### config.mk
export PLATFORM = sky130hd
export DESIGN_NAME = bound_flasher_param
export DESIGN_NICKNAME = d
export VERILOG_FILES = /design/src/rtl/bound_flasher_pkg.sv /design/src/rtl/bf_tick_gen.sv /design/src/rtl/bound_flasher_param.sv
export SDC_FILE = /design/constraint.sdc
export NUM_CORES = 1
export LEC_CHECK = 0
export ABC_AREA = 1
export BUFFER_PORTS_ARGS = -buffer_cell sky130_fd_sc_hd__clkbuf_2
export CAP_MARGIN = 25
export CORE_ASPECT_RATIO = 1.5
export CORE_MARGIN = 2
export CORE_UTILIZATION = 40
export DETAILED_ROUTE_END_ITERATION = 8
export PLACE_DENSITY = 0.71
export REMOVE_ABC_BUFFERS = 1
export SLEW_MARGIN = 20
export SYNTH_ARGS = -nofsm -noshare
export SYNTH_HDL_FRONTEND = slang
export SYNTH_HIERARCHICAL = 1
export SYNTH_SLANG_ARGS = --single-unit
### constraint.sdc
create_clock -name clk -period 1.9 [get_ports clk]
set_input_delay 0.095 -clock clk [delete_from_list [all_inputs] [get_ports clk]]
set_output_delay 0.095 -clock clk [all_outputs]
set_load 0.03 [all_outputs]
### src/rtl/bound_flasher_pkg.sv
// Shared types for the bound flasher: FSM state encoding and parameter legality check.
package bound_flasher_pkg;

  typedef enum logic [2:0] {
    IDLE,
    UP_A,
    DN_A,
    UP_B,
    DN_B,
    UP_C,
    DN_C,
    KD_A
  } bf_state_e;

  function automatic bit bf_params_legal(input int unsigned n_led,
                                         input int unsigned mid_lo,
                                         input int unsigned mid_hi);
    return (n_led >= 2) && (n_led <= 64) &&
           (mid_lo >= 1) && (mid_lo < mid_hi) && (mid_hi < n_led);
  endfunction

endpackage

### src/rtl/bf_tick_gen.sv
// Prescaler: asserts tick once every TICK_DIV enabled clocks; count freezes while en=0.
module bf_tick_gen #(
  parameter int unsigned TICK_DIV = 1
) (
  input  logic clk,
  input  logic rst,
  input  logic en,
  output logic tick
);

  localparam int unsigned CW = (TICK_DIV > 1) ? $clog2(TICK_DIV) : 1;
  localparam logic [CW-1:0] LAST = CW'(TICK_DIV - 1);

  if ((TICK_DIV < 1) || (TICK_DIV > 65535)) begin : g_bad_div
    $fatal(1, "bf_tick_gen: TICK_DIV out of range 1..65535");
  end

  logic [CW-1:0] cnt_q, cnt_d;

  always_comb begin
    cnt_d = cnt_q;
    if (en) begin
      cnt_d = (cnt_q == LAST) ? '0 : cnt_q + 1'b1;
    end
  end

  always_ff @(posedge clk or posedge rst) begin
    if (rst) begin
      cnt_q <= '0;
    end else begin
      cnt_q <= cnt_d;
    end
  end

  assign tick = en && (cnt_q == LAST);

endmodule

### src/rtl/bound_flasher_param.sv
// Bouncing thermometer lamp bar with flick-driven kickback.
// Optional freeze input enabled by defining BOUND_FLASHER_HOLD_EN.
module bound_flasher_param
  import bound_flasher_pkg::*;
#(
  parameter int unsigned N_LED    = 16,
  parameter int unsigned MID_LO   = 5,
  parameter int unsigned MID_HI   = 10,
  parameter int unsigned TICK_DIV = 1
) (
  input  logic             clk,
  input  logic             rst,
  input  logic             flick,
`ifdef BOUND_FLASHER_HOLD_EN
  input  logic             hold,
`endif
  output logic [N_LED-1:0] led,
  output logic             busy
);

  localparam int unsigned LW = $clog2(N_LED + 1);
  localparam logic [LW-1:0] L_TOP = LW'(N_LED);
  localparam logic [LW-1:0] L_LO  = LW'(MID_LO);
  localparam logic [LW-1:0] L_HI  = LW'(MID_HI);

  if (!bf_params_legal(N_LED, MID_LO, MID_HI)) begin : g_bad_params
    $fatal(1, "bound_flasher_param: illegal N_LED/MID_LO/MID_HI combination");
  end

  logic run;
  logic tick;

`ifdef BOUND_FLASHER_HOLD_EN
  assign run = ~hold;
`else
  assign run = 1'b1;
`endif

  bf_tick_gen #(.TICK_DIV(TICK_DIV)) u_tick (
    .clk  (clk),
    .rst  (rst),
    .en   (run),
    .tick (tick)
  );

  bf_state_e     state_q, state_d;
  logic [LW-1:0] lvl_q, lvl_d;

  // lvl_d doubles as the step result, so end-level tests compare the post-step value
  always_comb begin
    state_d = state_q;
    lvl_d   = lvl_q;
    if (tick) begin
      unique case (state_q)
        IDLE: begin
          if (flick) begin
            lvl_d   = LW'(1);
            state_d = UP_A;
          end
        end
        UP_A: begin
          lvl_d = lvl_q + 1'b1;
          if (flick && ((lvl_d == L_LO) || (lvl_d == L_HI))) state_d = KD_A;
          else if (lvl_d == L_TOP)                            state_d = DN_A;
        end
        DN_A: begin
          lvl_d = lvl_q - 1'b1;
          if (lvl_d == L_LO) state_d = UP_B;
        end
        UP_B: begin
          lvl_d = lvl_q + 1'b1;
          if (lvl_d == L_HI) state_d = flick ? DN_A : DN_B;
        end
        DN_B: begin
          lvl_d = lvl_q - 1'b1;
          if (lvl_d == '0) state_d = UP_C;
        end
        UP_C: begin
          lvl_d = lvl_q + 1'b1;
          if (lvl_d == L_LO) state_d = DN_C;
        end
        DN_C: begin
          lvl_d = lvl_q - 1'b1;
          if (lvl_d == '0) state_d = IDLE;
        end
        KD_A: begin
          lvl_d = lvl_q - 1'b1;
          if (lvl_d == '0) state_d = UP_A;
        end
        default: begin
          state_d = IDLE;
          lvl_d   = '0;
        end
      endcase
    end
  end

  always_ff @(posedge clk or posedge rst) begin
    if (rst) begin
      state_q <= IDLE;
      lvl_q   <= '0;
    end else begin
      state_q <= state_d;
      lvl_q   <= lvl_d;
    end
  end

  always_comb begin
    led  = '0;
    busy = (state_q != IDLE);
    for (int unsigned i = 0; i < N_LED; i++) begin
      led[i] = (LW'(i) < lvl_q);
    end
  end

endmodule

; Yosys cells after proc, flatten, opt, wreduce, memory -nomap -nowiden
; Index checks and enable logic that the tools add are counted.
[op_classes]
addsub = 3
n_mul = 0
div_mod_pow = 0
order_cmp = 16
eq_ne = 19
shift = 0
mux = 14
bitwise_logic = 1
n_reduce_logical = 9
[op_table]
columns = cell, n
row1 = "< comparator 4 x 5 -> 1 bit, first input constant", 8
row2 = two-way mux 3 bit, 10
row3 = one-hot mux 3 bit (8 select lines), 1
row4 = "< comparator 3 x 5 -> 1 bit, first input constant", 4
row5 = one-hot mux 5 bit (3 select lines), 1
row6 = "inequality test 2 bit, second input constant", 7
row7 = "== test 3 bit, second input constant", 4
row8 = "== test 5 x 3 -> 1 bit, second input constant", 2
row9 = "< comparator 1 x 5 -> 1 bit, first input constant", 2
row10 = "< comparator 2 x 5 -> 1 bit, first input constant", 2
row11 = AND reduction 9 bit, 1
row12 = "== test 3 x 2 -> 1 bit, second input constant", 2
row13 = "adder 5 x 1 -> 5 bit, second input constant", 1
row14 = "== test 5 x 4 -> 1 bit, second input constant", 1
row15 = "== test 5 bit, second input constant", 1
row16 = zero test 5 bit, 1
row17 = two-way mux 5 bit, 1
row18 = "subtractor 5 x 1 -> 5 bit, second input constant", 1
row19 = OR reduction 4 bit, 1
row20 = "== test 3 x 1 -> 1 bit, second input constant", 1
row21 = zero test 3 bit, 1
row22 = "inequality test 3 bit, second input constant", 1
row23 = nonzero test 3 bit, 1
row24 = OR reduction 3 bit, 1
row25 = 6 further kinds, 6
[totals]
regBits = 9
latch_bits = 0
mem_bits_rw = 0
rom_bits = 0
in_bits = 3
output_inout_bits = 17
mem_count = 0

; Depth between registers and ports, before layout
; Gate-level depths: netlist (run 1).
[depth]
ltp_word = 6
mapped_depth = 12

; Hierarchy
; Netlist (run 1), hierarchy kept.
[by_module_without_submodules]
columns = mod, instances, cells_each, area_per_inst_um2
row1 = bound_flasher_param, 1, 152, 933.4
row2 = bf_tick_gen, 1, 1, 7.5

; Least setup slack after synthesis (run 1)
; No wires, ideal clock.
[synth_path]
path_kind = reg-to-reg
from = reg lvl_q[0]
to = reg state_q[2]
t_arrival_ps = 1580
required_time_ps = 1783
path_slack_ps = 204
stages_incl_launch_ff = 12
path_buffers = 0
path_cell_list = dfrtp_1 inv_1 ha_1 xor2_1 nor2_1 nand3_1 nand2_1 nand2_2 nor2_4 nand2_2 nand2_1 nand2_1
[synth_between]
elab_chain_cells = 6
elab_cells_between_ends = 19
classes_between = 2 x add/sub / 11 x eq/ne / 2 x mux / 4 x reduce/logical
[synth_lines]
columns = item, line
row1 = from (decl), bound_flasher_param.sv:47  ; logic [LW-1:0] lvl_q, lvl_d;
row2 = from (signal assigned), bound_flasher_param.sv:104  ; lvl_q <= lvl_d;
row3 = adder 5 x 1 -> 5 bit, "bound_flasher_param.sv:62, bound_flasher_param.sv:71, bound_flasher_param.sv:79"
row4 = == test 5 x 3 -> 1 bit / == test 5 x 4 -> 1 bit (equally long branches), "bound_flasher_param.sv:63, bound_flasher_param.sv:80, bound_flasher_param.sv:72"
row5 = logical OR 1 bit, bound_flasher_param.sv:63  ; if (flick && ((lvl_d == L_LO) || (lvl_d == L_HI))) state_d = KD_A;
row6 = logical AND 1 bit, bound_flasher_param.sv:63
row7 = inequality test 3 bit (no line) / two-way mux 3 bit (equally long branches), --
row8 = AND reduction 9 bit (no line) / one-hot mux 3 bit (8 select lines) (equally long branches), --
row9 = to (signal assigned), bound_flasher_param.sv:103  ; state_q <= state_d;
row10 = to (decl), bound_flasher_param.sv:46  ; bf_state_e state_q, state_d;
; Several ways; a longest one is shown, not always the timed one.
; A chain may end at the register's enable or synchronous reset.

; Final worst setup path (run 1)
[layout_path]
from = reg lvl_q[1]
to = reg state_q[0]
; Same word-level chain as after synthesis.

==> implementation parameters, run 1 <==
Parameter                              Value

Status
  Result of the run ... finished clean

Logic synthesis
  Combined area of all synthesized cells ... 941 µm²
  Distinct cells, synth ... 27
  Fraction of synthesized cell area taken by the top area cell type ... 0.213
  Leading cell types by count after synthesis ... 42 x sky130_fd_sc_hd__nand2_1, 18 x sky130_fd_sc_hd__inv_1, 18 x sky130_fd_sc_hd__nor2_1
  Cells after Synth ... ~150
  Largest area contributor in the netlist ... sky130_fd_sc_hd__dfrtp_1
  Most frequently used flop master after synthesis ... sky130_fd_sc_hd__dfrtp_1
  Mapped Avg Cell Area ... 6.15 µm²
  Most frequent cell after synthesis ... sky130_fd_sc_hd__nand2_1
  Portion of the post-synthesis area used by sequential elements ... 0.213
  Total of flip-flops plus latches after synthesis ... 8
  Biggest area contributors in the synthesized netlist ... sky130_fd_sc_hd__dfrtp_1 21%, sky130_fd_sc_hd__nand2_1 17%, sky130_fd_sc_hd__ha_1 8.0%, sky130_fd_sc_hd__inv_1 7.2%, sky130_fd_sc_hd__nor2_1 7.2%
  Yosys warns ... 6
  EDFF count, synth ... 0
  Share of synthesized registers carrying an async set or reset ... 1.00

Clocking
  Num CTS Buffers ... 3
  CTS tree ... built
  Cell at the root of the clock tree ... sky130_fd_sc_hd__clkbuf_4
  Clock sink count ... 8
  Clock-pin slew on the worst setup and hold paths ... ~0.05 ns
  Clk buf depth ... 2
  Worst skew pair latency ... 0.24 ns
  Count of H-tree levels built during CTS ... 1

Cells and area
  Number of nets in the finished design ... 188
  Area overhead of the layout relative to synthesis ... 17.7%
  Antenna Diode Count ... 0
  Fraction of layout instances using a drive strength above 1 ... 0.271
  Fill cell total of the finished layout ... 252

Placement
  Count of input and output buffers ... 19
  Half-perimeter wire length after placement ... 1970 µm
  RePlAce Congestion ... 0.911
  Placement Setup Slack ... 0.157 ns

STA
  Setup repair after global routing missed its margin ... no
  Achievable clock frequency ... approximately 0.58 GHz
  Setup tns final ... 0 ns
  Minimum clock period after layout ... 1.73 ns
  Count of final max-slew check failures ... 0
  Final period utilization ... 0.912
  Final number of setup-violating endpoints ... 0
  Setup slack after layout ... 0.168 ns
  Final Hold Violating Endpoints ... 0
  Setup clock skew after layout ... ~0.0018 ns

Pwr
  Combinational share of power ... 0.777
  Clock network fraction of total power ... 0.057
  Sequential group share of total power ... 0.166
  Fraction of power spent switching nets ... 0.616
  P_int ... 0.000837 W
  Static leakage power ... 0.618 nW
  Power per cell area ... 1970 nW/µm²
  VDD IR max ... between 0.8 and 0.9 mV
  NetSw ... between 0.001 and 0.0015 W

Floorplan
  Initial core utilization ... 0.421
  Die H ... 63.4 µm
  IO Count ... 20
  Overall die area ... 2760 µm²
  Core outline area ... ~2200 µm²
  Die X-Extent ... 43.6 µm
  Placement row count ... 21

Route
  Vias ... 1001
  Drt drc ... 0
  Post-detailed-route wirelength per cell ... 11.5 µm
  Initial drt markers ... 8
  Detailed Route WL ... 2290 µm
  Vias per cell ... 5.01
  DRT antenna net count ... 0
  Detailed-router iteration count before antenna repair ... 4

Worst setup path
  Most common cell type on the critical path ... sky130_fd_sc_hd__nand2_1
  Sort of element at the end of the critical path ... flop
  CP max stage cell ... sky130_fd_sc_hd__dfrtp_1
  Slack of the worst reg-to-reg path ... 0.17 ns
  Worst-path fanout max ... 5
  Startpoint type of the worst setup path ... flop
  Signal arrival time at the worst endpoint ... about 1.9 ns
  Crit path required time ... 2.04 ns
  Gate family responsible for the most delay along the worst path ... simple AND/OR/NAND/NOR gates
  Category of the most critical setup path ... flop to flop
  WP buf/inv ... 2
  Crit path largest cell delay ... 0.42 ns
  Cell-by-cell listing of the critical path ... buf_4 > nor2_1 > nand2_1 > nand2_1 > nand2_1 > inv_2 > nand3_1 > nand2_1 > nand2_2 > nor2_4 > nand2_2 > nand2_1 > nand2_1

Global routing
  Vias in the first global route ... 1012
  Maximum number of pins on one net before global-route repair ... 13
  First-pass GRT wire length ... 4100 µm
  Total global-route track usage ... 0.189
  Aggregate global routing overflow ... 0
  Initial antenna violation count ... 0

Run
  Max capacitance violation total ... 0

Worst hold path
  Path class of the lowest-slack min-delay path ... input port to flop
[layout by cell type, fill, tap and decap left out, drive strengths merged]
master and count:
a21oi 1, conb 1, nand3 15, nor2 20
buf 4, xnor2 1, o22ai 3, clkinv 1
dfrtp 8, o21ai 13, inv 22, dlygate4sd3 1
o211ai 1, ha 6, nand2 52, clkbuf 22
o31ai 1, xor2 1, a22oi 1, nor3 2
nor3b 1
[state kept, by name (all words and copies together) (netlist names)]
name / flops
lvl_q: 5
state_q: 3
[metal layers]
layer  wire length (µm)  share of wire  global-route usage
met1                902           0.39               0.193
met2               1210           0.53               0.347
met3                 76          0.033              0.0229
met4                 99          0.043               0.106
met5                  0              0                   0
[final timing paths]
kind / startpoint / depth (start not counted) / end
max in group asynchronous: rst / 3 / lvl_q[2]
setup reg to reg: lvl_q[1] / 13 / state_q[0]
min in group asynchronous: rst / 3 / lvl_q[4]
setup / recovery: lvl_q[1] / 13 / state_q[0]
hold reg to reg: state_q[1] / 2 / state_q[1]
hold / removal: flick / 5 / state_q[0]
[cells by family after synthesis]
family                   after synthesis  synth area share
buffers and inverters                 26             0.122
XOR/XNOR                               2            0.0186
other                                  1           0.00399
flip-flops                             8             0.213
AO/OA/AOI/OAI                         20             0.118
adder cells (fa/ha/maj)                6            0.0798
AND/OR/NAND/NOR                       90             0.444
[worst reg2reg max path, delay by kind of cell (launching register included)]
| kind | cells | cell delay, ns |
|---|---|---|
| flops | 1 | 0.42 |
| simple gates | 11 | 0.96 |
| buf+inv | 2 | 0.25 |
[metrics by stage]
stage | area [µm²] | utilization | cells | hold slack [ns] | power (W)
after global routing | 1110 | 0.496 | 200 | 0.311 | 0.00240
after global placement | 1070 | 0.478 | 196 | 0.0209 | 0.00202
final | 1110 | 0.496 | 200 | 0.277 | 0.00218
after floorplan | 915 | - | 150 | -0.0893 | 0.00160
after CTS | 1100 | 0.493 | 200 | 0.271 | 0.00219
after detailed placement | 1070 | 0.478 | 196 | 0.0362 | 0.00205
[what timing repair did]
item	4_1_cts	5_1_grt
endpoints found under the hold margin	8	0
endpoints found under the setup margin	0	3
setup buffers	0	0
hold buffers	1	0
resized for setup	0	3
[cell type report]
class | instances | area (µm²) | area share
repair buffers | 24 | 135 | 0.122
flip-flops and latches | 8 | 201 | 0.182
multi-input cells | 119 | 631 | 0.569
clock buffers | 3 | 22.5 | 0.0203
well taps | 23 | 28.8 | 0.0260
inverters | 23 | 88.8 | 0.0802
[power by group through the flow]
stage	registers [W]	logic, W	clock network [W]
after floorplan	0.000357	0.00124	0
after global placement	0.000357	0.00167	0
after detailed placement	0.000361	0.00169	0
after CTS	0.000359	0.00170	0.000130
after global routing	0.000375	0.00188	0.000141
final	0.000362	0.00169	0.000124
No activity file was read; power rests on OpenSTA's default activity.
==> inputs of run 2 (changes only) <==
CAP_MARGIN = default   (was 25)
PLACE_DENSITY = 0.73   (was 0.71)
clock period = 1.39 ns   (was 1.9 ns; I/O delays follow)
==> implementation parameters, run 2 (synthesized netlist as in run 1, its figures left out) <==
Parameter                              Value

Status
  Result of the run ... finished with violations (was finished clean)
  Violated checks ... setup timing

Route
  Detailed-router iteration count before antenna repair ... 4 (unchanged)
  Vias ... 1260 (was 1001)
  Vias per cell ... 5.32 (was 5.01)
  Post-detailed-route wirelength per cell ... 14.8 µm (was 11.5 µm)
  Detailed Route WL ... 3520 µm (was 2290 µm)
  Initial drt markers ... 52 (was 8)
  DRT antenna net count ... 0 (unchanged)
  Drt drc ... 0 (unchanged)

Clocking
  Clock-pin slew on the worst setup and hold paths ... 0.06 ns (was 0.05 ns)
  Clock sink count ... 8 (unchanged)
  CTS tree ... built (unchanged)
  Cell at the root of the clock tree ... sky130_fd_sc_hd__clkbuf_4 (unchanged)
  Count of H-tree levels built during CTS ... 1 (unchanged)
  Worst skew pair latency ... 0.25 ns (was 0.24 ns)
  Num CTS Buffers ... 3 (unchanged)
  Clk buf depth ... 2 (unchanged)

Worst setup path
  Slack of the worst reg-to-reg path ... -0.33 ns (was 0.17 ns)
  Gate family responsible for the most delay along the worst path ... simple AND/OR/NAND/NOR gates (unchanged)
  Crit path largest cell delay ... 0.46 ns (was 0.42 ns)
  WP buf/inv ... 2 (unchanged)
  Category of the most critical setup path ... flop to flop (unchanged)
  Crit path required time ... 1.52 ns (was 2.04 ns)
  Sort of element at the end of the critical path ... flop (unchanged)
  Cell-by-cell listing of the critical path ... buf_12 > nor2_4 > nand2_2 > nand2_2 > nand2_1 > inv_2 > nand3_1 > nand2_1 > nand2_2 > nor2_4 > nand2_2 > nand2_1 > nand2_1 (was buf_4 > nor2_1 > nand2_1 > nand2_1 > nand2_1 > inv_2 > nand3_1 > nand2_1 > nand2_2 > nor2_4 > nand2_2 > nand2_1 > nand2_1)
  CP max stage cell ... sky130_fd_sc_hd__dfrtp_2 (was sky130_fd_sc_hd__dfrtp_1)
  Worst-path fanout max ... 5 (unchanged)
  Critical Path Start ... lvl_q[2] (was lvl_q[1])
  Startpoint type of the worst setup path ... flop (unchanged)
  Worst reg2reg path startpoint ... lvl_q[2] (was lvl_q[1])
  Signal arrival time at the worst endpoint ... 1.85 ns (was 1.87 ns)

Global routing
  Aggregate global routing overflow ... 0 (unchanged)
  Total global-route track usage ... 0.257 (was 0.189)
  GR Layer Usage met3 ... 0.0287 (was 0.0229)
  Maximum number of pins on one net before global-route repair ... 9 (was 13)
  Global-route met1 utilization ... 0.230 (was 0.193)
  Initial antenna violation count ... 0 (unchanged)
  Most crowded layer after global routing ... met2 (unchanged)
  Vias in the first global route ... 1323 (was 1012)
  First-pass GRT wire length ... 5360 µm (was 4100 µm)
  Met2 track utilization from global routing ... 0.506 (was 0.347)

Cells and area
  Area overhead of the layout relative to synthesis ... 83.9% (was 17.7%)
  Most frequent standard cell in the layout excluding fill and tap cells ... sky130_fd_sc_hd__nand2_1 (unchanged)
  Leading registers by flop count ... lvl_q (5), state_q (3) (unchanged)
  Post-route cell area ... 1730 µm² (was 1110 µm²)
  Fraction of layout instances using a drive strength above 1 ... 0.598 (was 0.271)
  Leading cell types in the layout, fill and taps excluded ... 33 x sky130_fd_sc_hd__nand2_1, 32 x sky130_fd_sc_hd__buf_4, 17 x sky130_fd_sc_hd__buf_6 (was 42 x sky130_fd_sc_hd__nand2_1, 19 x sky130_fd_sc_hd__clkbuf_2, 18 x sky130_fd_sc_hd__nor2_1, 18 x sky130_fd_sc_hd__inv_1, 13 x sky130_fd_sc_hd__o21ai_0)
  Utilization after layout ... 0.775 (was 0.496)
  Number of nets in the finished design ... 225 (was 188)
  Register with the most flip-flops ... lvl_q (unchanged)
  Max reg flops ... 5 (unchanged)
  Antenna Diode Count ... 0 (unchanged)

STA
  Minimum clock period after layout ... 1.72 ns (was 1.73 ns)
  Final number of setup-violating endpoints ... 18 (was 0)
  Hold WS ... 0.237 ns (was 0.277 ns)
  Achievable clock frequency ... 0.582 GHz (was 0.577 GHz)
  Setup slack after layout ... -0.328 ns (was 0.168 ns)
  Final period utilization ... 1.24 (was 0.912)
  Count of final max-slew check failures ... 0 (unchanged)
  Setup repair after global routing missed its margin ... yes (was no)
  Final Hold Violating Endpoints ... 0 (unchanged)
  Setup clock skew after layout ... 0.0112 ns (was 0.00181 ns)

Floorplan
  Initial core utilization ... 0.421 (unchanged)
  Overall die area ... 2760 µm² (unchanged)
  Core outline area ... 2230 µm² (unchanged)
  Die X-Extent ... 43.6 µm (unchanged)
  Placement row count ... 21 (unchanged)
  IO Count ... 20 (unchanged)
  Die H ... 63.4 µm (unchanged)

Placement
  RePlAce Congestion ... 0.847 (was 0.911)
  Half-perimeter wire length after placement ... 2170 µm (was 1970 µm)
  Count of input and output buffers ... 19 (unchanged)
  Placement Setup Slack ... -0.316 ns (was 0.157 ns)
  Cell area after placement ... 1240 µm² (was 1070 µm²)

Pwr
  VDD IR max ... 1.61 mV (was 0.833 mV)
  Post-route total power ... 0.00480 W (was 0.00218 W)
  Power per cell area ... 2780 nW/µm² (was 1970 nW/µm²)
  Static leakage power ... 0.879 nW (was 0.618 nW)

Worst hold path
  Path class of the lowest-slack min-delay path ... input port to flop (unchanged)
  Critical hold path startpoint ... flick (unchanged)

Run
  Max capacitance violation total ... 0 (unchanged)
## run 2: cell types whose count changed in the layout (fill, tap and decap cells not counted), moves of 5 or more
| cell | change |
|---|---|
| sky130_fd_sc_hd__nor2_1 | -9 |
| sky130_fd_sc_hd__dfrtp_2 | +6 |
| sky130_fd_sc_hd__clkbuf_2 | -14 |
| sky130_fd_sc_hd__nand2_4 | +5 |
| sky130_fd_sc_hd__dfrtp_1 | -6 |
| sky130_fd_sc_hd__nand2_1 | -9 |
| sky130_fd_sc_hd__nor2_4 | +5 |
| sky130_fd_sc_hd__buf_4 | +28 |
| sky130_fd_sc_hd__inv_1 | -6 |
| sky130_fd_sc_hd__o21ai_0 | -7 |
| sky130_fd_sc_hd__inv_2 | +5 |
| sky130_fd_sc_hd__buf_6 | +17 |
| sky130_fd_sc_hd__o21ai_1 | +5 |
## run 2: final timing paths
| kind | cells after the start | end |
|---|---|---|
| min in group asynchronous | 3 | state_q[2] |
| hold reg to reg | 2 | state_q[1] |
| hold / removal | 5 | state_q[2] |
| max in group asynchronous | 3 | lvl_q[3] |
| setup reg to reg | 13 | state_q[0] |
| setup / recovery | 13 | state_q[0] |
## run 2: cell type report
cell class,instances,area [µm²]
repair buffers,61,532
flip-flops and latches,8,209
well taps,23,28.8
clock buffers,3,22.5
fillers,157,503
inverters,23,93.8
multi-input cells,119,845
## run 2: worst register-to-register path, delay by kind of cell, from the launching register on
| family | cells | cell delay [ns] |
|---|---|---|
| buffers and inverters | 2 | 0.23 |
| flip-flops | 1 | 0.46 |
| AND/OR/NAND/NOR | 11 | 0.92 |
## run 2: power by group
group | total, W | leakage [nW] | switching [W] | internal [W]
logic | 0.00409 | 0.771 | 0.00229 | 0.00181
registers | 0.000532 | 0.0935 | 0.000190 | 0.000342
clock network | 0.000176 | 0.0138 | 0.0000775 | 0.0000987
## run 2: through the flow
stage / std cells / TNS (ns)
2_1_floorplan: 150 / -1.59
3_3_place_gp: 219 / -1.14
3_5_place_dp: 219 / -1.24
4_1_cts: 234 / -1.78
5_1_grt: 237 / -3.09
6_report: 237 / -1.81
## run 2: metal layers
layer / vias to the layer above / share of wire
met5: - / 0
met4: 0 / 0.047
met3: 16 / 0.038
met2: 49 / 0.58
met1: 586 / 0.33
li1: 609 / -
## run 2: repair_timing
action	in CTS	in global routing
resized for setup	64	56
endpoints found under the setup margin	21	21
pin swaps	15	10
setup buffers	12	5
endpoints found under the hold margin	8	0
hold buffers	1	0
==> inputs of run 3 (changes only) <==
ABC_AREA = default   (was 1)
==> implementation parameters, run 3 <==
Parameter                              Value

Status
  Result of the run ... finished with violations (unchanged)
  Violated checks ... setup timing (unchanged)

STA
  Count of final max-slew check failures ... 0 (unchanged)
  Achievable clock frequency ... 0.488 GHz (was 0.582 GHz)
  Setup repair after global routing missed its margin ... yes (unchanged)
  Minimum clock period after layout ... 2.05 ns (was 1.72 ns)
  Final Hold Violating Endpoints ... 0 (unchanged)
  Setup clock skew after layout ... 0.000632 ns (was 0.0112 ns)
  Setup slack after layout ... -0.659 ns (was -0.328 ns)
  Final period utilization ... 1.47 (was 1.24)
  Final number of setup-violating endpoints ... 20 (was 18)
  Hold WS ... 0.222 ns (was 0.237 ns)

Route
  DRT antenna net count ... 0 (unchanged)
  Detailed-router iteration count before antenna repair ... 4 (unchanged)
  Initial drt markers ... 44 (was 52)
  Drt drc ... 0 (unchanged)
  Vias ... 1226 (was 1260)
  Vias per cell ... 5.76 (was 5.32)
  Detailed Route WL ... 3570 µm (was 3520 µm)
  Post-detailed-route wirelength per cell ... 16.7 µm (was 14.8 µm)

Logic synthesis
  Mapped Avg Cell Area ... 7.33 µm² (was 6.15 µm²)
  Leading cell types by count after synthesis ... 21 x sky130_fd_sc_hd__nand2_1, 10 x sky130_fd_sc_hd__o21ai_1, 9 x sky130_fd_sc_hd__nor2_1 (was 42 x sky130_fd_sc_hd__nand2_1, 18 x sky130_fd_sc_hd__inv_1, 18 x sky130_fd_sc_hd__nor2_1)
  Fraction of the mapped netlist area in simple logic gates ... 0.302 (was 0.444)
  Biggest area contributors in the synthesized netlist ... sky130_fd_sc_hd__dfrtp_1 20%, sky130_fd_sc_hd__nand2_1 8.0%, sky130_fd_sc_hd__ha_1 7.6%, sky130_fd_sc_hd__o21ai_1 5.1%, sky130_fd_sc_hd__nor2_1 3.4% (was sky130_fd_sc_hd__dfrtp_1 21%, sky130_fd_sc_hd__nand2_1 17%, sky130_fd_sc_hd__ha_1 8.0%, sky130_fd_sc_hd__inv_1 7.2%, sky130_fd_sc_hd__nor2_1 7.2%)
  Synthesized-area fraction occupied by ao, oa, aoi and oai cells ... 0.280 (was 0.118)
  Most frequent cell after synthesis ... sky130_fd_sc_hd__nand2_1 (unchanged)
  Share of synthesized registers carrying an async set or reset ... 1.00 (unchanged)
  Combined area of all synthesized cells ... 982 µm² (was 941 µm²)
  Adder and majority cell fraction of the synthesized area ... 0.0764 (was 0.0798)
  Share of cell area taken by muxes after synthesis ... 0.0115 (was 0)
  Cells after Synth ... 134 (was 153)
  Largest area contributor in the netlist ... sky130_fd_sc_hd__dfrtp_1 (unchanged)
  EDFF count, synth ... 0 (unchanged)
  Most frequently used flop master after synthesis ... sky130_fd_sc_hd__dfrtp_1 (unchanged)
  Dominant combinational cell family by area after synthesis ... simple AND/OR/NAND/NOR gates (unchanged)
  Distinct cells, synth ... 45 (was 27)
  Fraction of synthesized cell area taken by the top area cell type ... 0.204 (was 0.213)
  Portion of the post-synthesis area used by sequential elements ... 0.204 (was 0.213)
  Yosys warns ... 6 (unchanged)
  Total of flip-flops plus latches after synthesis ... 8 (unchanged)
  XOR/XNOR share of the synthesized area ... 0.0357 (was 0.0186)

Clocking
  Count of H-tree levels built during CTS ... 1 (unchanged)
  Clock-pin slew on the worst setup and hold paths ... 0.05 ns (was 0.06 ns)
  CTS tree ... built (unchanged)
  Clock sink count ... 8 (unchanged)
  Cell at the root of the clock tree ... sky130_fd_sc_hd__clkbuf_4 (unchanged)
  Worst skew pair latency ... 0.26 ns (was 0.25 ns)
  Num CTS Buffers ... 3 (unchanged)
  Clk buf depth ... 2 (unchanged)

Cells and area
  Leading cell types in the layout, fill and taps excluded ... 32 x sky130_fd_sc_hd__buf_4, 16 x sky130_fd_sc_hd__nand2_1, 13 x sky130_fd_sc_hd__buf_6 (was 33 x sky130_fd_sc_hd__nand2_1, 32 x sky130_fd_sc_hd__buf_4, 17 x sky130_fd_sc_hd__buf_6)
  Number of nets in the finished design ... 200 (was 225)
  Post-route non-filler standard cell count ... 213 (was 237)
  Max reg flops ... 5 (unchanged)
  Fill cell total of the finished layout ... 154 (was 157)
  FF/Latch Area ... 205 µm² (was 209 µm²)
  Area of the multi-input gates ... 908 µm² (was 845 µm²)
  Antenna Diode Count ... 0 (unchanged)
  Leading registers by flop count ... lvl_q (5), state_q (3) (unchanged)
  Fraction of layout instances using a drive strength above 1 ... 0.582 (was 0.598)
  Register with the most flip-flops ... lvl_q (unchanged)
  Most frequent standard cell in the layout excluding fill and tap cells ... sky130_fd_sc_hd__buf_4 (was sky130_fd_sc_hd__nand2_1)
  Area overhead of the layout relative to synthesis ... 81.4% (was 83.9%)

Floorplan
  Core outline area ... 2390 µm² (was 2230 µm²)
  Die H ... 64.7 µm (was 63.4 µm)
  IO Count ... 20 (unchanged)
  Die X-Extent ... 44.5 µm (was 43.6 µm)
  Overall die area ... 2880 µm² (was 2760 µm²)
  Initial core utilization ... 0.410 (was 0.421)
  Placement row count ... 22 (was 21)

Global routing
  Maximum number of pins on one net before global-route repair ... 16 (was 9)
  Total global-route track usage ... 0.251 (was 0.257)
  First-pass GRT wire length ... 5350 µm (was 5360 µm)
  Vias in the first global route ... 1220 (was 1323)
  Aggregate global routing overflow ... 0 (unchanged)
  Initial antenna violation count ... 0 (unchanged)

Placement
  Count of input and output buffers ... 19 (unchanged)
  Half-perimeter wire length after placement ... 2260 µm (was 2170 µm)
  Placement Setup Slack ... -0.696 ns (was -0.316 ns)
  Placed cells ... 205 (was 219)
  RePlAce Congestion ... 0.897 (was 0.847)

Worst setup path
  Crit path required time ... 1.53 ns (was 1.52 ns)
  Startpoint type of the worst setup path ... flop (unchanged)
  Worst-path fanout max ... 8 (was 5)
  Signal arrival time at the worst endpoint ... 2.19 ns (was 1.85 ns)
  Category of the most critical setup path ... flop to flop (unchanged)
  Sort of element at the end of the critical path ... flop (unchanged)

Worst hold path
  Path class of the lowest-slack min-delay path ... input port to flop (unchanged)

Run
  Max capacitance violation total ... 0 (unchanged)
[run 3: cell count changes after synthesis, moves of 3 or more]
cell / before / now
sky130_fd_sc_hd__o21ai_1: 0 / 10
sky130_fd_sc_hd__nor2_1: 18 / 9
sky130_fd_sc_hd__nand3_1: 12 / 4
sky130_fd_sc_hd__nand2b_1: 0 / 5
sky130_fd_sc_hd__nand2_2: 9 / 1
sky130_fd_sc_hd__o21ai_0: 13 / 3
sky130_fd_sc_hd__nand3_2: 3 / 0
sky130_fd_sc_hd__inv_1: 18 / 5
sky130_fd_sc_hd__clkbuf_1: 0 / 6
sky130_fd_sc_hd__nand2_1: 42 / 21
[run 3: final timing paths]
check / startpoint / endpoint / slack, ns / cells after the start
max in group asynchronous: rst / lvl_q[2] / 0.82 / 3
hold reg to reg: state_q[1] / state_q[1] / 0.66 / 2
setup / recovery: lvl_q[1] / state_q[0] / -0.66 / 8
min in group asynchronous: rst / lvl_q[4] / 0.30 / 3
setup reg to reg: lvl_q[1] / state_q[0] / -0.66 / 8
hold / removal: flick / state_q[1] / 0.22 / 4
[run 3: final cells by class]
class / instances / area share
Clock buffer: 3 / 0.0126
Multi-Input combinational cell: 108 / 0.510
Sequential cell: 8 / 0.115
Timing Repair Buffer: 64 / 0.330
Inverter: 6 / 0.0154
Tap cell: 24 / 0.0169
[run 3: what timing repair did]
item,4_1_cts,5_1_grt
hold buffers,1,0
pin swaps,16,11
buffers inserted,2,6
endpoints found under the setup margin,21,22
gates resized for setup,69,34
hold endpoints to repair,8,0
[run 3: through the flow]
step,area (µm²),TNS [ns],util
after floorplan,920,-4.24,-
after global placement,1350,-3.28,0.562
after detailed placement,1350,-3.68,0.562
after CTS,1660,-3.77,0.694
after global routing,1780,-6.08,0.744
final,1780,-4.90,0.744
[run 3: metal layers]
layer  routed length, µm  up-vias  GRT usage
met5                   0        -          0
met4                 170        0      0.121
met3                 141       13     0.0167
met2                2020       42      0.476
met1                1230      589      0.259
li1                    -      582          -
[run 3: worst max-delay path: stages, from the launching register on]
cell                      delay [ns]
sky130_fd_sc_hd__dfrtp_2        0.44
sky130_fd_sc_hd__buf_4          0.16
sky130_fd_sc_hd__buf_8          0.14
sky130_fd_sc_hd__or3_4          0.40
sky130_fd_sc_hd__nor3b_4        0.22
sky130_fd_sc_hd__o32ai_2        0.14
sky130_fd_sc_hd__nand2_2        0.13
sky130_fd_sc_hd__and3_4         0.21
sky130_fd_sc_hd__a31oi_2        0.09
[run 3: logic make-up (layout without fill, tap and decap cells)]
logic type | count (synthesis) | in the layout
AO/OA/AOI/OAI | 39 | 39
other | 1 | 1
adder cells (fa/ha/maj) | 6 | 6
multiplexers | 1 | 1
flip-flops | 8 | 8
AND/OR/NAND/NOR | 57 | 57
XOR/XNOR | 4 | 4
buffers and inverters | 18 | 73
Power of run 3 is left out: the tool's default activity adds up to more than one toggle a clock period on the data nets, which glitch-free logic cannot reach.
